<file path="src/rtl/traffic_pkg.sv">
// Shared state codes and lamp encodings for the intersection controller.
package traffic_pkg;

  typedef enum logic [2:0] {
    ST_HG    = 3'd0,
    ST_HY    = 3'd1,
    ST_AR_F  = 3'd2,
    ST_FG    = 3'd3,
    ST_FY    = 3'd4,
    ST_AR_H  = 3'd5,
    ST_FLASH = 3'd6
  } state_e;

  // Lamp groups are {green, yellow, red}.
  localparam logic [2:0] LAMP_OFF = 3'b000;
  localparam logic [2:0] LAMP_RED = 3'b001;
  localparam logic [2:0] LAMP_YEL = 3'b010;
  localparam logic [2:0] LAMP_GRN = 3'b100;

endpackage

</file>
<file path="src/rtl/tl_phase_timer.sv">
// Phase timer: clears on request, otherwise counts up and holds at all-ones.
module tl_phase_timer #(
  parameter int CNT_W = 16
) (
  input  logic             i_clk,
  input  logic             i_reset,
  input  logic             i_clear,
  output logic [CNT_W-1:0] o_cnt
);

  localparam logic [CNT_W-1:0] C_MAX = {CNT_W{1'b1}};
  localparam logic [CNT_W-1:0] C_ONE = CNT_W'(1);

  logic [CNT_W-1:0] r_cnt;

  always_ff @(posedge i_clk) begin
    if (!i_reset || i_clear) begin
      r_cnt <= '0;
    end else if (r_cnt != C_MAX) begin
      r_cnt <= r_cnt + C_ONE;
    end
  end

  assign o_cnt = r_cnt;

endmodule

</file>
<file path="src/rtl/traffic_light_ctrl_param.sv">
// Highway/farm-road intersection controller with pedestrian walk phase and
// maintenance flash. Lamps and walk decode directly from state and phase timer.
//
//  state | meaning
//  HG    | highway green, farm red
//  HY    | highway yellow, farm red
//  AR_F  | all red, clearing toward farm green
//  FG    | farm green (walk lamp may be lit)
//  FY    | farm yellow, highway red
//  AR_H  | all red, clearing toward highway green
//  FLASH | maintenance: highway yellow / farm red blinking
module traffic_light_ctrl_param
  import traffic_pkg::*;
#(
  parameter int CNT_W          = 16,
  parameter int HWY_MIN_GREEN  = 8,
  parameter int FARM_MIN_GREEN = 4,
  parameter int FARM_MAX_GREEN = 12,
  parameter int YELLOW_TIME    = 3,
  parameter int ALLRED_TIME    = 2,
  parameter int WALK_TIME      = 6,
  parameter int FLASH_HALF     = 4
) (
  input  logic       i_clk,
  input  logic       i_reset,
  input  logic       i_sensor,
  input  logic       i_ped_req,
  input  logic       i_flash_mode,
  output logic [2:0] o_highway,
  output logic [2:0] o_farm,
  output logic       o_walk,
  output logic [2:0] o_phase
);

  localparam logic [CNT_W-1:0] C_HG_MIN    = CNT_W'(HWY_MIN_GREEN - 1);
  localparam logic [CNT_W-1:0] C_FG_MIN    = CNT_W'(FARM_MIN_GREEN - 1);
  localparam logic [CNT_W-1:0] C_FG_MAX    = CNT_W'(FARM_MAX_GREEN - 1);
  localparam logic [CNT_W-1:0] C_YEL_LAST  = CNT_W'(YELLOW_TIME - 1);
  localparam logic [CNT_W-1:0] C_AR_LAST   = CNT_W'(ALLRED_TIME - 1);
  localparam logic [CNT_W-1:0] C_WALK_LAST = CNT_W'(WALK_TIME - 1);
  localparam logic [CNT_W-1:0] C_WALK      = CNT_W'(WALK_TIME);
  localparam logic [CNT_W-1:0] C_FL_HALF   = CNT_W'(FLASH_HALF);
  localparam logic [CNT_W-1:0] C_FL_PER    = CNT_W'(2 * FLASH_HALF);

  logic             r_sensor_m;
  logic             r_sensor_s;
  logic             r_ped_m;
  logic             r_ped_s;
  logic             r_ped_pending;
  logic             r_ped_served;
  state_e           r_state;
  state_e           w_next;
  logic             w_change;
  logic             w_enter_fg;
  logic             w_flash_on;
  logic [CNT_W-1:0] w_cnt;

  tl_phase_timer #(
    .CNT_W (CNT_W)
  ) u_timer (
    .i_clk   (i_clk),
    .i_reset (i_reset),
    .i_clear (w_change),
    .o_cnt   (w_cnt)
  );

  // Flash request pre-empts every timed exit.
  always_comb begin
    w_next = r_state;
    if (i_flash_mode && (r_state != ST_FLASH)) begin
      w_next = ST_FLASH;
    end else begin
      case (r_state)
        ST_HG: begin
          if ((w_cnt >= C_HG_MIN) && (r_sensor_s || r_ped_pending)) w_next = ST_HY;
        end
        ST_HY: begin
          if (w_cnt == C_YEL_LAST) w_next = ST_AR_F;
        end
        ST_AR_F: begin
          if (w_cnt == C_AR_LAST) w_next = ST_FG;
        end
        ST_FG: begin
          if ((w_cnt >= C_FG_MAX) ||
              ((w_cnt >= C_FG_MIN) && !r_sensor_s &&
               (!r_ped_served || (w_cnt >= C_WALK_LAST)))) begin
            w_next = ST_FY;
          end
        end
        ST_FY: begin
          if (w_cnt == C_YEL_LAST) w_next = ST_AR_H;
        end
        ST_AR_H: begin
          if (w_cnt == C_AR_LAST) w_next = ST_HG;
        end
        ST_FLASH: begin
          if (!i_flash_mode) w_next = ST_AR_H;
        end
        default: w_next = ST_HG;
      endcase
    end
  end

  assign w_change   = (w_next != r_state);
  assign w_enter_fg = (w_next == ST_FG) && (r_state != ST_FG);

  always_ff @(posedge i_clk) begin
    if (!i_reset) begin
      r_sensor_m    <= 1'b0;
      r_sensor_s    <= 1'b0;
      r_ped_m       <= 1'b0;
      r_ped_s       <= 1'b0;
      r_ped_pending <= 1'b0;
      r_ped_served  <= 1'b0;
      r_state       <= ST_HG;
    end else begin
      r_sensor_m <= i_sensor;
      r_sensor_s <= r_sensor_m;
      r_ped_m    <= i_ped_req;
      r_ped_s    <= r_ped_m;
      r_state    <= w_next;
      // A request arriving on the last all-red cycle is folded into this FG.
      if (w_enter_fg) begin
        r_ped_served  <= r_ped_pending | r_ped_s;
        r_ped_pending <= 1'b0;
      end else begin
        if (r_state != ST_FG) r_ped_served <= 1'b0;
        if ((r_state != ST_FG) && r_ped_s) r_ped_pending <= 1'b1;
      end
    end
  end

  assign w_flash_on = ((w_cnt % C_FL_PER) < C_FL_HALF);

  always_comb begin
    o_highway = LAMP_RED;
    o_farm    = LAMP_RED;
    case (r_state)
      ST_HG:    o_highway = LAMP_GRN;
      ST_HY:    o_highway = LAMP_YEL;
      ST_FG:    o_farm    = LAMP_GRN;
      ST_FY:    o_farm    = LAMP_YEL;
      ST_FLASH: begin
        o_highway = w_flash_on ? LAMP_YEL : LAMP_OFF;
        o_farm    = w_flash_on ? LAMP_RED : LAMP_OFF;
      end
      default: ;
    endcase
  end

  assign o_walk  = (r_state == ST_FG) && r_ped_served && (w_cnt < C_WALK);
  assign o_phase = r_state;

endmodule

</file>
<file path="config.mk">
export PLATFORM = sky130hd
export DESIGN_NAME = traffic_light_ctrl_param
export DESIGN_NICKNAME = d
export VERILOG_FILES = /design/src/rtl/traffic_pkg.sv /design/src/rtl/tl_phase_timer.sv /design/src/rtl/traffic_light_ctrl_param.sv
export SDC_FILE = /design/constraint.sdc
export NUM_CORES = 1
export LEC_CHECK = 0
export CAP_MARGIN = 20
export CORE_MARGIN = 4
export CORE_UTILIZATION = 56
export DETAILED_ROUTE_END_ITERATION = 12
export GPL_TIMING_DRIVEN = 0
export MAX_ROUTING_LAYER = met4
export PLACE_DENSITY = 0.79
export SKIP_CTS_REPAIR_TIMING = 1
export SYNTH_ARGS = -nofsm -noshare
export SYNTH_HDL_FRONTEND = slang
export SYNTH_HIERARCHICAL = 1
export SYNTH_SLANG_ARGS = --single-unit
</file>
<file path="constraint.sdc">
create_clock -name i_clk -period 2.7 [get_ports i_clk]
set_clock_uncertainty 0.1 [all_clocks]
set_input_delay 0.54 -clock i_clk [delete_from_list [all_inputs] [get_ports i_clk]]
set_output_delay 0.54 -clock i_clk [all_outputs]
set_load 0.01 [all_outputs]
</file>
==> run summary <==
The run finished with clean final reports. By count the netlist is led by 25 x dfxtp_1, 16 x nor2_1, 12 x a21oi_1. Counting flops with a built-in enable in the synthesized netlist gives 0. Setup slack on the critical path of the routed design comes to 119 ps. Boundary pin count: 15.

For this run, the slowest stage of the critical path takes 390 ps. For the pin with the worst max-slew slack, the measured transition is 474 ps. The category of the worst setup path capture point was a flop.

The floorplan has 18 rows. The total nets after synthesis came out at 190. The root buffer cell chosen for the clock tree is clkbuf_4.

The first-pass GRT wire length was 6120 µm; the chip width was 59.9 µm. The tools report the launching element type of the critical path as a flop. The logs give 0.597 for the initial core utilization and 184 for the instance count of the mapped netlist. Across the run, the number of max-cap violations was 0. The layout cell share with drive strength beyond 1 was 0.188; the total number of vias was 1529. TritonCTS built the clock tree. The basic-gate share of the synthesized area counting and, or, nand and nor cells was 0.348. Number of buffer and inverter instances along the worst setup path: 1. Each instance of the synthesized netlist takes up on average 8.19 µm². STA puts the critical path data arrival time at 2740 ps. Walking the worst path, the cells encountered are nor4_4 > and4b_1 > a21oi_1 > a221oi_2 > nand2_1 > o31a_1 > nand2b_2 > buf_4 > a31oi_1. Of all nets on the critical path, the largest fanout is 10. The post-detailed-route wirelength per cell was 15.6 µm. Initial antenna violation count: 0. The pin count of the biggest net entering global routing was 14; the total number of nets in the final design was 209. For the final number of max-transition violations, the log shows 0. The netlist area before placement was 1510 µm²; the post-route DRC violation count was 0.

The run gives 6 as the count of warnings emitted by yosys. The total overflow left after global routing is 0. The xor and xnor fraction of the mapped netlist area is 0.00581, and the number of library cell types mapped by synthesis is 50.

The post-synthesis sequential element count came out at 25. The family with the most delay on the worst path was simple AND/OR/NAND/NOR gates. The via density per instance was 6.59. The logs give 0 for the diode insertion count for antenna repair and 385 µV for the peak ir drop on the vdd network. Before antenna repair, the detailed router went through 4 iterations.

The required time at the worst-slack endpoint was 2860 ps. The relative slew slack is 0.682, and the cell area power density is 408 nW/µm². The total clock sinks was 25.

The compound-cell area share of the yosys netlist is 0.247. The critical path class was reg -> reg. Timing analysis after detailed placement gives a worst setup slack of -337 ps. The region available for standard cell placement spans 2520 µm². The CTS clock-pin slew for the worst setup and hold paths is 140 ps, and the count of endpoints failing setup in the final report is 0.

Post-synthesis async set-or-reset flop share: 0. The adder and majority gate portion of the synthesized area came out at 0.00831. Setup repair after global routing left no endpoint under its margin. The run gives 0.332 as the share of the yosys chip area belonging to registers.

After synthesis, the cell types taking the most area are dfxtp_1 33%, a21oi_1 4.0%, nor2_1 4.0%. Buffers inserted during clock tree synthesis total 3. Routability-driven placement finished with a final weighted congestion of 0.970.

Timing would allow up to 387 MHz. The cell type of the slowest stage on the worst timing path is dfxtp_4. The area growth from synthesis to layout is 19.3%. The detailed router finished its first iteration with 100 violations. The worst hold margin is 359 ps, and the fraction of synthesized cell area taken by the top area cell type is 0.332. The post-route clock period utilization works out to 0.956. The minimum clock period was 2580 ps. The chip height is 59.9 µm. Number of global-route vias before repair: 1364. For the total routing usage reported by global routing, the log shows 0.225. The fraction of synthesized area in multiplexers was 0.0133. The most used flip-flop cell after synthesis is dfxtp_1.

Summed over all instances, the cell type with the most area after synthesis is dfxtp_1. The run gives 0 as the final hold violation count. The path class of the tightest hold or removal check is reg -> reg. The post-DP HPWL was 2630 µm; the die outline area was 3580 µm². The count of buffers inserted at the top-level ports came out at 14. The combinational family with the most area after synthesis was simple AND/OR/NAND/NOR gates.

The standby leakage power was 0.631 nW. The later pin in the worst-skew pair is clocked with a latency of 330 ps. Maximum number of buffers from clock root to sink: 2.

The cell with the most instances after synthesis was dfxtp_1. The detail route stage leaves a number of antenna-violating nets equal to 0. After detailed routing, the total wire length is 3620 µm. The run gives 1 as the CTS H-tree depth.
[registers in the layout, summed over array words and instances (netlist names)]
signal         flops
r_ped_s            1
u_timer/o_cnt     16
r_ped_served       1
r_sensor_s         1
o_phase            3
r_sensor_m         1
r_ped_m            1
r_ped_pending      1
[where the power goes]
part | internal [mW] | switching [mW] | total (mW)
logic | 0.0755 | 0.0858 | 0.161
registers | 0.380 | 0.0184 | 0.399
clock network | 0.0579 | 0.116 | 0.173
total | 0.514 | 0.220 | 0.734
[layout by cell type (no fill, tap or decap), drive strengths merged, types with 2 or more instances in the layout]
cell type and instances:
clkdlybuf4s50 13, or4 2, nand4 5, clkbuf 7, nor3 10, nor4 7, o31ai 3, nand2 11
a21oi 12, nand3 10, dfxtp 25, nor2b 6, o21ai 14, a221oi 2, nand2b 3, a211o 2
a211oi 3, and2 5, a31oi 8, nor2 16, mux2i 2, a311oi 2, buf 4, or3 5
and4 4, inv 7
[logic make-up after synthesis]
kind of cell,count (synthesis)
AND/OR/NAND/NOR,86
AO/OA/AOI/OAI,55
flip-flops,25
buffers and inverters,14
multiplexers,2
XOR/XNOR,1
adder cells (fa/ha/maj),1
[path summary, 6_finish.rpt]
path | from | end | slack, ps | cells past startpoint
max | u_timer/o_cnt[15] | u_timer/o_cnt[13] | 120 | 9
min | r_ped_m | r_ped_s | 360 | 1
max reg2reg | u_timer/o_cnt[15] | u_timer/o_cnt[13] | 120 | 9
min reg2reg | r_ped_m | r_ped_s | 360 | 1
[routing by layer]
metal	global-route usage	share of wire	up-vias
met5	-	0	-
met4	0.0886	0.021	0
met3	0.0216	0.048	9
met2	0.340	0.47	47
met1	0.309	0.46	730
li1	-	-	743
[layout make-up]
type / count / area, µm²
Timing Repair Buffer: 14 / 143
Inverter: 7 / 26.3
Sequential cell: 25 / 517
Tap cell: 30 / 37.5
Clock buffer: 4 / 26.3
Buffer: 7 / 51.3
Multi-Input combinational cell: 145 / 996
Fill cell: 208 / 726
[through the flow]
step	utilization	TNS [ps]	total power [mW]	instances	instance area [µm²]
final	0.712	0	0.734	232	1800
after floorplan	-	0	0.502	184	1510
after CTS	0.678	-2120	0.727	232	1710
after detailed placement	0.668	-3280	0.557	228	1680
after global placement	0.668	-2130	0.551	228	1680
after global routing	0.712	0	0.772	232	1800
(Power assumes the default switching activity.)
==> RTL change 1: new RTL, config.mk and constraints unchanged <==
`CNT_W` is set to 16 in 2 places; all go to 32.
--- a/src/rtl/tl_phase_timer.sv
+++ b/src/rtl/tl_phase_timer.sv
@@ -1,5 +1,5 @@
 // Phase timer: clears on request, otherwise counts up and holds at all-ones.
 module tl_phase_timer #(
-  parameter int CNT_W = 16
+  parameter int CNT_W = 32
 ) (
   input  logic             i_clk,
--- a/src/rtl/traffic_light_ctrl_param.sv
+++ b/src/rtl/traffic_light_ctrl_param.sv
@@ -13,5 +13,5 @@
   import traffic_pkg::*;
 #(
-  parameter int CNT_W          = 16,
+  parameter int CNT_W          = 32,
   parameter int HWY_MIN_GREEN  = 8,
   parameter int FARM_MIN_GREEN = 4,
Behaviour: same outputs for any inputs over 10 cycles, from zero or initial values and one cycle with i_reset low; that may be too few to reach the edited logic, so the function may still have changed.
==> RTL change 1 against the unedited design <==
  * Total power grew 80%
  * Largest cell class unchanged
  * Synthesized cell count is 57% higher
  * Worst setup slack worse by 320 ps
  * Sequential share of layout area fell by 1.1 points
  * Core utilization increased by 4.4 points
  * Worst hold slack got worse by 17 ps
  * Synthesized area up 61%
  * Routed wire length rose by 82%
  * First-iteration DRC count grew 120%
  * Count of clock-buffer cells in the layout up 3
  * The flow now finishes with violations (setup timing)
  * Critical path depth increased by 2
  * Cell area rose by 72%
  * Sequential cell count is 16 higher
==> RTL change 1: results (changes against the unedited design) <==
Outcome: finished with violations
Failing checks: setup timing
Seq/Total Area, Yosys: 33.9% (+0.68 points)
Post-Route WL: 6590 um (+82%)
Clk_lat worst skew: 290 ps (-40 ps)
Vias: 2,445 (+60%)
Setup_tns: -2360 ps (-2360 ps)
Largest net degree at the start of global routing: 13 (-1)
Max FFs per register: 32 (+16)
CTS HTree Levels: 2 (+1)
Worst setup slack after placement: -392 ps (-55.3 ps)
Area after DPL: 2660 sq um (+58%)
Hold Crit Start: r_sensor_m
First-pass GRT wire length: 9710 um (+59%)
Worst endpoint data arrival time: 3020 ps (+280 ps)
Post-synth cell types: 55 (+10%)
Vias in the first global route: 2,064 (+51%)
Post-DP HPWL: 4190 um (+59%)
Rel. slew slack: 39.7% (-29 points)
GRT Total Usage: 23.3% (+0.82 points)
Gpl congestion: 0.894 (-7.8%)
Final Non-Filler Cells: 379 (+63%)
Initial detailed-routing violation count: 224 (+120%)
Num CTS Buffers: 5 (+2)
#MultiIn Comb: 230 (+59%)
Clock network share of area: 3.77% (+2.3 points)
R2r worst-path depth: 11 (+2)
Worst VDD drop: 374 uV (-3.0%)
Fill count: 293 (+41%)
Antenna viol nets, final: 0 (unchanged)
CTS Sinks: 41 (+64%)
Syn avg cell area: 8.38 sq um (+2.3%)
Multi-input combinational area share: 52.9% (-2.5 points)
WHS Endpoint: r_sensor_s
Slowest-stage cell, CP: or4_1
Start point of the critical path: u_timer/o_cnt[6]
Clock Pin Slew Worst Setup and Hold Paths: 80 ps (-60 ps)
Setup ws final: -197 ps (-316 ps)
Final net count: 334 (+60%)
Bufs w/o clock: 44 (+110%)
Clock buffer count: 7 (+3)
Placed Instances: 353 (+55%)
Hold Worst Slack: 342 ps (-16.6 ps)
Max stage delay on crit path: 460 ps (+70 ps)
Final setup vio count: 29 (+29)
Synth area leaders: dfxtp_1 34%, or3_1 4.1%, a21oi_1 3.5%
Final non-clock buffer share: 12.9% (+2.1 points)
Cell count after synthesis: 289 (+57%)
Sequential cell area: 855 sq um (+65%)
Layout cells sized above 1: 25.8% (+7.0 points)
Synth cell count leaders: 41 x dfxtp_1, 20 x nand2_1, 19 x nor2_1
Max Fanout on Critical Path: 5 (-5)
Number of diodes: 0 (unchanged)
Setup crit end: u_timer/o_cnt[26]
Multi-input logic area: 1640 sq um (+64%)
==> RTL change 1: cell count changes in the layout (fill, tap and decap cells not counted), sizes merged, moves of 8 or more <==
| cell | delta |
|---|---|
| or3 | +11 |
| dfxtp | +16 |
| nand2 | +9 |
| o21ai | +8 |
| a21oi | +11 |
| buf | +20 |
==> RTL change 1: cell families after synthesis <==
| logic type | after synthesis | share of synthesized area [%] |
|---|---|---|
| buf+inv | 18 | 4.08 |
| compound gates | 75 | 21.1 |
| simple gates | 145 | 37.0 |
| xor+xnor | 6 | 2.17 |
| mux | 3 | 1.24 |
| fa+ha+maj | 1 | 0.517 |
| flops | 41 | 33.9 |
==> RTL change 1: per-layer routing <==
layer	global-route usage, %	up-vias	routed length, um
li1	-	1190	-
met1	30.8	1174	2950
met2	35.8	72	3300
met3	5.20	9	261
met4	6.44	0	79
met5	-	-	0
==> RTL change 1: report_power, final <==
part | switching (W) | internal, W
Sequential | 0.0000110 | 0.000609
Combinational | 0.0000871 | 0.0000953
Clock | 0.000218 | 0.000302
==> RTL change 2: new RTL, same settings <==
Without the edit above. Add an input register stage for `i_flash_mode`, cleared by the reset; this delays it by one clock. The other inputs are not delayed to match.
--- a/src/rtl/traffic_light_ctrl_param.sv
+++ b/src/rtl/traffic_light_ctrl_param.sv
@@ -43,4 +43,14 @@
   localparam logic [CNT_W-1:0] C_FL_PER    = CNT_W'(2 * FLASH_HALF);
 
+  logic i_flash_mode_q;
+
+  always_ff @(posedge i_clk) begin
+    if (!i_reset) begin
+      i_flash_mode_q <= '0;
+    end else begin
+      i_flash_mode_q <= i_flash_mode;
+    end
+  end
+
   logic             r_sensor_m;
   logic             r_sensor_s;
@@ -68,5 +78,5 @@
   always_comb begin
     w_next = r_state;
-    if (i_flash_mode && (r_state != ST_FLASH)) begin
+    if (i_flash_mode_q && (r_state != ST_FLASH)) begin
       w_next = ST_FLASH;
     end else begin
@@ -95,5 +105,5 @@
         end
         ST_FLASH: begin
-          if (!i_flash_mode) w_next = ST_AR_H;
+          if (!i_flash_mode_q) w_next = ST_AR_H;
         end
         default: w_next = ST_HG;
Formal check against the unedited RTL: not equivalent (Yosys sat finds a counterexample within 4 cycles, from zero or initial values and one cycle with i_reset low).
==> RTL change 2 against the unedited design <==
  * Sequential cell count grew 1
  * Via count increased by 2.1%
  * Global-route usage decreased by 0.17 points
  * Cell area is 2.9% higher
  * Sequential power up 6.3%
  * Total power increased by 18%
  * Worst setup slack got worse by 53 ps
  * Count of clock-buffer cells in the layout fell by 1
  * Fmax down 2.0%
  * Routed wire length grew 5.7%
  * Synthesized area increased by 1.9%
  * Critical path type unchanged
==> RTL change 2: results (changes against the unedited design) <==
Layout cells sized above 1: 18.8% (-0.062 points)
Synth cell count leaders: 26 x dfxtp_1, 16 x nand2_1, 16 x nor2_1
Post-DP HPWL: 2610 um (-0.99%)
GRT Total Usage: 22.3% (-0.17 points)
Critical path's top delay family: simple AND/OR/NAND/NOR gates
Gpl congestion: 0.898 (-7.4%)
Post-Route WL: 3830 um (+5.7%)
R2r worst-path depth: 10 (+1)
Top_reg_cell synth: dfxtp_1
Critical Path Start Type: flop
Sequential cell power: 0.000424 W (+6.3%)
Adder-Cell Fraction of Synth Area: 0.815% (-0.016 points)
Outcome: complete, no violations
Final net count: 215 (+2.9%)
Via-per-instance ratio: 6.56 (-0.48%)
First-pass GRT wire length: 6070 um (-0.78%)
Port bufs: 14 (unchanged)
Switch Pwr: 0.000236 W (+7.4%)
Post-Synth XOR/XNOR Area: 0.570% (-0.011 points)
Synth Warn #: 6 (unchanged)
Number of diodes: 0 (unchanged)
Max stage delay on crit path: 390 ps (about the same)
Seq/Total Area, Yosys: 33.9% (+0.68 points)
Slowest-stage cell, CP: dfxtp_2
Worst-case clock buffer depth: 2 (unchanged)
Flop2flop setup slack: 70 ps (-50 ps)
Setup crit end: u_timer/o_cnt[13]
Synth area leaders: dfxtp_1 34%, nor4_4 5.5%, a21oi_1 4.2%
Hold path depth: 1 (unchanged)
Rel. slew slack: 71.7% (+3.5 points)
CTS root buf: clkbuf_4
Initial detailed-routing violation count: 111 (+11%)
DR pass1 iterations: 5 (+1)
Worst endpoint data arrival time: 2810 ps (+70 ps)
Max Fanout on Critical Path: 10 (unchanged)
Largest net degree at the start of global routing: 16 (+2)
Post-synth EDFFs: 0 (unchanged)
WHS Endpoint: r_ped_s
Post-synthesis net count: 192 (+1.1%)
Clk_lat worst skew: 330 ps (about the same)
Compound-cell area share of the yosys netlist: 21.1% (-3.6 points)
Combinational power: 0.000172 W (+7%)
Worst VDD drop: 570 uV (+48%)
Clock Power: 0.000268 W (+55%)
Worst r2r src: u_timer/o_cnt[6]
CTS HTree Levels: 1 (unchanged)
Fraction of registers with async set/reset: 0% (unchanged)
LEAKAGE: 0.695 nW (+10%)
Vias in the first global route: 1,333 (-2.3%)
Hold Crit Class: flop to flop
Post-synthesis mux area share: 1.96% (+0.63 points)
Fill count: 210 (+0.96%)
[RTL change 2: final cells by class]
cell class	count	share of cell area, %
Multi-Input combinational cell	146	53.4
Sequential cell	26	28.8
Timing Repair Buffer	18	9.34
Tap cell	30	2.03
Buffer	6	1.96
Clock inverter	1	1.62
Inverter	8	1.62
Clock buffer	3	1.22
[RTL change 2: stage by stage]
stage | TNS [ps] | instance area (sq um) | worst slack [ps] | hold slack (ps) | instances
finish | 0 | 1850 | 66.4 | 348 | 238
global route | -496 | 1850 | -86.6 | 388 | 238
CTS | -1540 | 1770 | -187 | 353 | 234
detailed placement | -877 | 1710 | -112 | 321 | 230
global placement | 0 | 1710 | 22.0 | 315 | 230
floorplan | 0 | 1540 | 370 | 312 | 186
[RTL change 2: routing by layer]
metal	global-route usage (%)	part of all wire, %	wire length, um
met1	30.6	43	1650
met2	33.5	47	1780
met3	3.62	7.5	287
met4	7.28	2.8	108
met5	-	0	0
